## src/rtl/maria_pkg.sv

```systemverilog
`default_nettype none
// ============================================================================
// Module      : maria_pkg
// Description : Shared types and default constants for the Maria <-> 6502
//               halt bridge (halt state encoding, write-run and NMI stretch
//               defaults, halted-cycle counter width).
// Revision    : 1.0 - initial release
// ============================================================================
package maria_pkg;

    typedef enum logic [1:0] {
        RUN       = 2'd0,
        HALT_PEND = 2'd1,
        HALTED    = 2'd2,
        RESUME    = 2'd3
    } halt_state_t;

    localparam int unsigned DEF_MAX_WRITE_RUN = 3;
    localparam int unsigned DEF_NMI_STRETCH   = 2;
    localparam int unsigned DEF_CNT_W         = 13;

endpackage : maria_pkg
`default_nettype wire

```

## src/rtl/cpu_halt_bridge_if.sv

```systemverilog
`default_nettype none
// ============================================================================
// Module      : cpu_halt_bridge_if
// Description : Handshake bundle between Maria/6502 timing and the halt
//               bridge.
//   pclk0_in / pclk1_in : CPU phase strobes (one clk_sys each)
//   halt_b_in           : Maria halt request, active low
//   ready_in            : Maria READY, low stalls CPU reads
//   int_b_in            : Maria NMI request, active low, edge significant
//   cpu_rw              : current CPU cycle direction, 1 = read
//   cpu_ce              : CPU clock enable pulse
//   bus_released        : CPU is off the bus
//   nmi_b_out           : stretched NMI to the CPU, active low
//   modport slave  : the bridge
//   modport master : the surrounding Maria/CPU environment
// Revision    : 1.0 - initial release
// ============================================================================
interface cpu_halt_bridge_if;
    logic pclk0_in;
    logic pclk1_in;
    logic halt_b_in;
    logic ready_in;
    logic int_b_in;
    logic cpu_rw;
    logic cpu_ce;
    logic bus_released;
    logic nmi_b_out;

    modport slave (
        input  pclk0_in, pclk1_in, halt_b_in, ready_in, int_b_in, cpu_rw,
        output cpu_ce, bus_released, nmi_b_out
    );

    modport master (
        output pclk0_in, pclk1_in, halt_b_in, ready_in, int_b_in, cpu_rw,
        input  cpu_ce, bus_released, nmi_b_out
    );
endinterface : cpu_halt_bridge_if
`default_nettype wire

```

## src/rtl/nmi_stretcher.sv

```systemverilog
`default_nettype none
// ============================================================================
// Module      : nmi_stretcher
// Description : Detects falling edges of the Maria NMI request, holds them
//               pending until the CPU is next clocked, then drives the NMI
//               low for NMI_STRETCH CPU clock enables.
//   clk_sys  : system clock
//   reset_b  : asynchronous active-low reset
//   i_int_b  : raw NMI request, active low
//   i_ce_set : high in the clk_sys cycle that launches a cpu_ce pulse
//   o_nmi_b  : stretched NMI, active low, registered
// Revision    : 1.0 - initial release
// ============================================================================
module nmi_stretcher #(
    parameter int unsigned NMI_STRETCH = 2
) (
    input  wire logic clk_sys,
    input  wire logic reset_b,
    input  wire logic i_int_b,
    input  wire logic i_ce_set,
    output logic      o_nmi_b
);
    localparam int unsigned   CW    = $clog2(NMI_STRETCH + 1);
    localparam logic [CW-1:0] C_MAX = CW'(NMI_STRETCH);

    logic          r_int_prev;
    logic          r_pend;
    logic [CW-1:0] r_cnt;
    logic          w_fall;

    assign w_fall = r_int_prev & ~i_int_b;

    // i_ce_set is the pre-register ce decision, so o_nmi_b changes on the
    // same edge that raises cpu_ce and the CPU sees it during that pulse.
    // r_cnt counts low pulses already issued; non-zero means a stretch is
    // active and new edges are merged into it.
    always_ff @(posedge clk_sys or negedge reset_b) begin
        if (!reset_b) begin
            r_int_prev <= 1'b1;
            r_pend     <= 1'b0;
            r_cnt      <= '0;
            o_nmi_b    <= 1'b1;
        end else begin
            r_int_prev <= i_int_b;
            if (w_fall && (r_cnt == '0))
                r_pend <= 1'b1;
            if (i_ce_set) begin
                if (r_cnt == C_MAX) begin
                    o_nmi_b <= 1'b1;
                    r_cnt   <= '0;
                end else if (r_cnt != '0) begin
                    r_cnt <= r_cnt + 1'b1;
                end else if (r_pend) begin
                    o_nmi_b <= 1'b0;
                    r_cnt   <= CW'(1);
                    r_pend  <= 1'b0;
                end
            end
        end
    end
endmodule : nmi_stretcher
`default_nettype wire

```

## src/rtl/cpu_halt_bridge.sv

```systemverilog
`default_nettype none
// ============================================================================
// Module      : cpu_halt_bridge
// Description : Converts Maria DMA halt requests into 6502 clock enables,
//               honouring read-cycle-boundary halting, releases the bus to
//               DMA, defers/stretches NMI and counts halted CPU cycles.
//   clk_sys           : system clock
//   reset_b           : asynchronous active-low reset
//   line_start        : clears halted_cycles
//   bus               : handshake bundle (slave modport)
//   halted_cycles     : CPU cycles halted since the last line_start
//   err_write_overrun : sticky, halt was forced during a write
// Revision    : 1.0 - initial release
// ============================================================================
module cpu_halt_bridge
    import maria_pkg::*;
#(
    parameter int unsigned MAX_WRITE_RUN = DEF_MAX_WRITE_RUN,
    parameter int unsigned NMI_STRETCH   = DEF_NMI_STRETCH,
    parameter int unsigned CNT_W         = DEF_CNT_W
) (
    input  wire logic             clk_sys,
    input  wire logic             reset_b,
    input  wire logic             line_start,
    cpu_halt_bridge_if.slave      bus,
    output logic [CNT_W-1:0]      halted_cycles,
    output logic                  err_write_overrun
);
    localparam int unsigned     WR_W     = $clog2(MAX_WRITE_RUN + 1);
    localparam logic [WR_W-1:0] C_MAX_WR = WR_W'(MAX_WRITE_RUN);

    halt_state_t     r_state;
    logic [WR_W-1:0] r_write_run;
    logic            r_ce;
    logic            w_pclk0;
    logic            w_pclk1;
    logic            w_halt_req;
    logic            w_rdy_stall;
    logic            w_wr_full;
    logic            w_ce_set;
    logic            w_enter_halt;
    logic            w_count;
    logic            w_nmi_b;

    // pclk1 has priority when both strobes collide.
    assign w_pclk1     = bus.pclk1_in;
    assign w_pclk0     = bus.pclk0_in & ~bus.pclk1_in;
    assign w_halt_req  = ~bus.halt_b_in;
    assign w_rdy_stall = ~bus.ready_in & bus.cpu_rw;
    assign w_wr_full   = (r_write_run == C_MAX_WR);

    // End-of-CPU-cycle decision: issue a ce, or end the cycle halted.
    always_comb begin
        w_ce_set     = 1'b0;
        w_enter_halt = 1'b0;
        if (w_pclk1) begin
            case (r_state)
                RUN, HALT_PEND: begin
                    if (!w_halt_req)
                        w_ce_set = ~w_rdy_stall;
                    else if (bus.cpu_rw || (r_state == HALT_PEND && w_wr_full))
                        w_enter_halt = 1'b1;
                    else
                        w_ce_set = 1'b1;
                end
                RESUME: begin
                    if (w_halt_req) w_enter_halt = 1'b1;
                    else            w_ce_set     = 1'b1;
                end
                default: ;
            endcase
        end
    end

    // The cycle that ends by entering HALTED is itself a halted CPU cycle.
    assign w_count = w_pclk1 & ((r_state == HALTED) | w_enter_halt);

    always_ff @(posedge clk_sys or negedge reset_b) begin
        if (!reset_b) begin
            r_state           <= RUN;
            r_write_run       <= '0;
            r_ce              <= 1'b0;
            halted_cycles     <= '0;
            err_write_overrun <= 1'b0;
        end else begin
            r_ce <= w_ce_set;
            case (r_state)
                RUN: begin
                    if (w_pclk1 && w_halt_req) begin
                        if (bus.cpu_rw) begin
                            r_state <= HALTED;
                        end else begin
                            r_state     <= HALT_PEND;
                            r_write_run <= WR_W'(1);
                        end
                    end
                end
                HALT_PEND: begin
                    if (w_pclk1) begin
                        if (!w_halt_req) begin
                            r_state     <= RUN;
                            r_write_run <= '0;
                        end else if (bus.cpu_rw) begin
                            r_state <= HALTED;
                        end else if (!w_wr_full) begin
                            r_write_run <= r_write_run + 1'b1;
                        end else begin
                            r_state           <= HALTED;
                            err_write_overrun <= 1'b1;
                        end
                    end
                end
                HALTED: begin
                    if (w_pclk0 && !w_halt_req)
                        r_state <= RESUME;
                end
                RESUME: begin
                    // A fresh halt before the resuming pclk1 cancels it.
                    if (w_halt_req) begin
                        r_state <= HALTED;
                    end else if (w_pclk1) begin
                        r_state     <= RUN;
                        r_write_run <= '0;
                    end
                end
                default: r_state <= RUN;
            endcase
            if (line_start)
                halted_cycles <= '0;
            else if (w_count && (halted_cycles != '1))
                halted_cycles <= halted_cycles + 1'b1;
        end
    end

    nmi_stretcher #(
        .NMI_STRETCH (NMI_STRETCH)
    ) u_nmi_stretcher (
        .clk_sys  (clk_sys),
        .reset_b  (reset_b),
        .i_int_b  (bus.int_b_in),
        .i_ce_set (w_ce_set),
        .o_nmi_b  (w_nmi_b)
    );

    assign bus.cpu_ce       = r_ce;
    assign bus.bus_released = (r_state == HALTED);
    assign bus.nmi_b_out    = w_nmi_b;
endmodule : cpu_halt_bridge
`default_nettype wire

```

## src/flat_wrapper.sv

```systemverilog
// flat-port wrapper written by rule: the top's interface ports become plain ports
module cpu_halt_bridge_flat import maria_pkg::*;
#(
    parameter int unsigned MAX_WRITE_RUN = DEF_MAX_WRITE_RUN,
    parameter int unsigned NMI_STRETCH   = DEF_NMI_STRETCH,
    parameter int unsigned CNT_W         = DEF_CNT_W
)
  (clk_sys, reset_b, line_start, halted_cycles, err_write_overrun, bus_pclk0_in, bus_pclk1_in, bus_halt_b_in, bus_ready_in, bus_int_b_in, bus_cpu_rw, bus_cpu_ce, bus_bus_released, bus_nmi_b_out);
  cpu_halt_bridge_if bus_i ();
  input  wire logic clk_sys;
  input  wire logic reset_b;
  input  wire logic line_start;
  output logic [CNT_W-1:0] halted_cycles;
  output logic err_write_overrun;
  input wire logic [$bits(bus_i.pclk0_in)-1:0] bus_pclk0_in;
  input wire logic [$bits(bus_i.pclk1_in)-1:0] bus_pclk1_in;
  input wire logic [$bits(bus_i.halt_b_in)-1:0] bus_halt_b_in;
  input wire logic [$bits(bus_i.ready_in)-1:0] bus_ready_in;
  input wire logic [$bits(bus_i.int_b_in)-1:0] bus_int_b_in;
  input wire logic [$bits(bus_i.cpu_rw)-1:0] bus_cpu_rw;
  output wire logic [$bits(bus_i.cpu_ce)-1:0] bus_cpu_ce;
  output wire logic [$bits(bus_i.bus_released)-1:0] bus_bus_released;
  output wire logic [$bits(bus_i.nmi_b_out)-1:0] bus_nmi_b_out;
  assign bus_i.pclk0_in = bus_pclk0_in;
  assign bus_i.pclk1_in = bus_pclk1_in;
  assign bus_i.halt_b_in = bus_halt_b_in;
  assign bus_i.ready_in = bus_ready_in;
  assign bus_i.int_b_in = bus_int_b_in;
  assign bus_i.cpu_rw = bus_cpu_rw;
  assign bus_cpu_ce = bus_i.cpu_ce;
  assign bus_bus_released = bus_i.bus_released;
  assign bus_nmi_b_out = bus_i.nmi_b_out;
  cpu_halt_bridge #(.MAX_WRITE_RUN(MAX_WRITE_RUN), .NMI_STRETCH(NMI_STRETCH), .CNT_W(CNT_W)) u_core (.clk_sys(clk_sys), .reset_b(reset_b), .line_start(line_start), .bus(bus_i), .halted_cycles(halted_cycles), .err_write_overrun(err_write_overrun));
endmodule
```

## config.mk

```make
export PLATFORM = sky130hd
export DESIGN_NAME = cpu_halt_bridge_flat
export DESIGN_NICKNAME = d
export VERILOG_FILES = /design/src/rtl/maria_pkg.sv /design/src/rtl/cpu_halt_bridge_if.sv /design/src/rtl/nmi_stretcher.sv /design/src/rtl/cpu_halt_bridge.sv /design/src/flat_wrapper.sv
export SDC_FILE = /design/constraint.sdc
export NUM_CORES = 1
export LEC_CHECK = 0
export ABC_AREA = 1
export CORE_MARGIN = 5
export CORE_UTILIZATION = 40
export CTS_BUF_LIST = sky130_fd_sc_hd__clkbuf_4 sky130_fd_sc_hd__clkbuf_8
export CTS_CLUSTER_SIZE = 40
export DETAILED_ROUTE_END_ITERATION = 8
export GPL_TIMING_DRIVEN = 0
export PLACE_DENSITY = 0.66
export RECOVER_POWER = 50
export SLEW_MARGIN = 20
export SYNTH_ARGS = -nofsm -noshare
export SYNTH_HDL_FRONTEND = slang
export SYNTH_SLANG_ARGS = --single-unit
```

## constraint.sdc

```tcl
create_clock -name clk_sys -period 1.4 [get_ports clk_sys]
set_input_delay 0.14 -clock clk_sys [delete_from_list [all_inputs] [get_ports clk_sys]]
set_output_delay 0.14 -clock clk_sys [all_outputs]
set_load 0.01 [all_outputs]
```

==> results.rst <==
.. list-table::
   :header-rows: 1

   * - Metric
     - Value
   * - Cell count after synthesis
     - 208
   * - Number of fill cells in the layout
     - 350
   * - Most instantiated flip-flop cell in the synthesis netlist
     - dfrtp_1
   * - Combinational family with the most area after synthesis
     - simple AND/OR/NAND/NOR gates
   * - Sequential area share after synthesis
     - roughly two fifths
   * - Vertical extent of the die
     - 71.1 um
   * - Number of port buffers
     - 25
   * - ANT nets after route
     - 0
   * - Number of rows in the core area
     - 22
   * - Remaining Overflow, GRT
     - 0
   * - Diode count
     - 0
   * - Number of synthesis warnings
     - 0
   * - Flip-flop count of the largest register, all copies and words added
     - 13
   * - GRT Overall Usage
     - 15.9%
   * - Path category of the worst min-delay check
     - in -> reg
   * - Post-synthesis xor/xnor area fraction
     - 2.35%
   * - Top reg by flops
     - u_core.halted_cycles
   * - Worst-path maximum fanout
     - 5
   * - RSZ-0062 raised after global routing
     - true
   * - Number of maximum-capacitance constraint violations
     - 0
   * - Initial antenna violation count
     - 0
   * - Post-route insts no fill
     - 313
   * - Highest ir drop seen on vdd
     - 0.840 mV
   * - Reg-to-reg slack, setup
     - around 2.7 ps
   * - Classification of the worst setup path
     - reg -> reg
   * - WL final
     - around 3.8 mm
   * - Source of the worst register-to-register timing path
     - u_core.halted_cycles[0]
   * - Via density per instance
     - 4.97
   * - Pwr Density
     - 1180 nW/um^2
   * - Clock latency of the later-clocked register in the worst-skew pair
     - around 270 ps
   * - Hold Vio Cnt, Final
     - 0
   * - EDFF count, synth
     - 0
   * - Tcrit/Tclk final
     - 99.8%
   * - Placed Instances
     - 281
   * - Upper clock frequency limit
     - 716 MHz
   * - Routed vias
     - 1557
   * - Net count of the mapped netlist
     - roughly 220
   * - Shortest clock period the worst path allows after layout
     - 1400 ps
   * - Routed wire length per instance
     - between 10 and 15 um
   * - Post-route total power
     - 2.60 mW
   * - Number of clock buffers inserted by TritonCTS
     - 3
   * - Largest registers ranked by flip-flop count
     - u_core.halted_cycles: 13 flops, u_core.r_write_run: 2 flops, u_core.u_nmi_stretcher.r_cnt: 2 flops
   * - Data required time at the worst endpoint
     - 1620 ps
   * - Slew Limit Headroom
     - 59.7%
   * - Depth of the most critical reg-to-reg path
     - 10
   * - Starting density of the core
     - between 40 and 50%
   * - Maximum number of pins on one net before global-route repair
     - 25
   * - Clock sink count
     - 24
   * - Layout Area Growth over Synthesis
     - 47.2%
   * - Worst Setup End Kind
     - register
   * - CTS tree
     - done
   * - Adder and majority cell fraction of the synthesized area
     - 1.68%
   * - Final number of max-transition violations
     - 0
   * - Endpoint of the worst-slack reg-to-reg timing path
     - u_core.halted_cycles[4]
   * - Clock root cell
     - clkbuf_8
   * - Wire length of the first global-routing pass
     - between 6 and 7 mm
   * - Length of the first detailed-routing pass in iterations
     - 5
   * - Mean post-synth cell area
     - about 7.2 sq um
   * - Number of DRC markers after the initial detailed-route iteration
     - 88
   * - Hold Crit Depth
     - 3
   * - Static Leakage
     - 1.18 nW
   * - Worst Skew
     - 7.11 ps
   * - IO Count
     - 26
   * - Slew @ Worst Pin
     - approximately 600 ps
   * - Placeable Area
     - 3630 sq um
   * - Final number of setup-violating endpoints
     - 0
   * - Multiplexer area fraction after synthesis
     - 0%
   * - Worst EP arrival
     - 1610 ps
   * - Global placement routability congestion
     - between 0.8 and 0.9
   * - Compound-gate portion of the synthesized area
     - around 5.5%
   * - Net count, final
     - 277
   * - Vias in the first global route
     - 1453
   * - Count of cell types in the netlist
     - 26
   * - Worst-case hold slack
     - 262 ps
   * - Area share of and/or/nand/nor cells after synthesis
     - around two fifths
   * - Outcome
     - finished clean
   * - Hold Path Origin
     - bus_pclk1_in
   * - FFs w/ async S/R, synth
     - 100%
   * - Die X-Extent
     - slightly above 70 um
   * - Setup crit start kind
     - register
   * - Layout cell share with drive strength beyond 1
     - 29.1%
   * - Post-synthesis cell area
     - 1490 sq um
   * - Maximum count of clock buffers along a single path
     - 2
   * - Register clock-pin slew on the reported worst setup and hold paths
     - around 90 ps
   * - Final HPWL DP
     - 2.48 mm
   * - Number of synthesized register bits
     - 24
   * - Level count of the clock H-tree
     - 1
   * - DRC errors left
     - 0
   * - Worst Hold Path EP
     - u_core.u_nmi_stretcher.o_nmi_b
   * - Area of the die
     - 5060 sq um
-- synthesized netlist by cell type, drive strengths merged, types with 3 or more instances --
library cell  instances  area [sq um]
a21oi                 4          23.8
buf                   4          32.5
dfrtp                22           551
inv                  25          93.8
nand2                65           254
nand3                31           155
nand3b                6          45.0
nand4                 8          56.3
nor2                 23           101
o21ai                 7          38.8
xor2                  3          26.3
-- critical path, cell delays in order, from the launching register on --
cell,delay [ps]
dfrtp_2,420
ha_4,160
nand3_4,80
inv_4,70
nand2_4,50
nor2_4,140
inv_2,60
nand2_4,90
buf_6,130
nand3_1,70
nand2_1,60
-- layout by cell type (no fill, tap or decap), types with 6 or more instances in the layout --
master / Yosys / layout
dfrtp_1: 22 / 12
nor2_1: 19 / 16
inv_1: 21 / 20
nand4_1: 7 / 7
nand2_1: 61 / 58
nand3_1: 31 / 29
dfrtp_2: 0 / 10
buf_4: 0 / 26
dlymetal6s2s_1: 0 / 7
nand3b_1: 6 / 6
clkdlybuf4s50_1: 0 / 10
-- power by group --
part / total (mW) / internal [mW] / switching (mW) / leakage, nW
combinational: 1.14 / 0.512 / 0.625 / 0.858
sequential: 0.978 / 0.837 / 0.141 / 0.295
clock: 0.490 / 0.252 / 0.238 / 0.0288
-- area by class of cell --
type                            count  area (sq um)  area share [%]
Sequential cell                    24           616            28.0
Buffer                              4          32.5            1.48
Tap cell                           48          60.1            2.73
Multi-Input combinational cell    155           865            39.3
Inverter                           25          96.3            4.38
Clock buffer                        4          55.1            2.50
Timing Repair Buffer               53           475            21.6
-- cells by family after synthesis --
logic type,Yosys count
xor gates and xnor gates,4
and+or+nand+nor,135
DFF,24
buffers and inverters,29
adders and majority gates,2
AOI/OAI and AO/OA,14
-- worst max path at each step --
stage,startpoint,end,slack (ps)
after floorplan,u_core.halted_cycles[0],u_core.halted_cycles[3],30
after global placement,bus_halt_b_in,u_core.halted_cycles[1],-260
after detailed placement,bus_halt_b_in,u_core.halted_cycles[1],-270
after CTS,u_core.halted_cycles[2],halted_cycles[2],-1
after global routing,u_core.halted_cycles[0],u_core.halted_cycles[0],-90
final,u_core.halted_cycles[0],u_core.halted_cycles[4],3
-- stage by stage --
stage               setup TNS (ps)  setup WS [ps]  area [sq um]  util [%]
floorplan                        0           33.1          1510         -
global placement             -7040           -263          1820      50.2
detailed placement           -4690           -273          1820      50.0
CTS                          -1.47          -1.47          2030      55.8
global route                 -1060          -94.5          2200      60.5
finish                           0           2.70          2200      60.5
-- metal layers --
layer  share of wire, %  up-vias  global-route usage (%)
li1                   -      796                       -
met1                 41      716                    18.8
met2                 53       36                    28.6
met3                4.8        9                    3.41
met4                1.7        0                    4.59
met5                  0        -                       0
-- repair_timing --
item	in CTS	in global routing
pin swaps	2	13
resized for setup	27	21
hold endpoints to repair	22	0
hold buffers	1	0
buffers inserted	11	14
endpoints found under the setup margin	26	24
gates cloned	2	0
(Power assumes the default switching activity.)
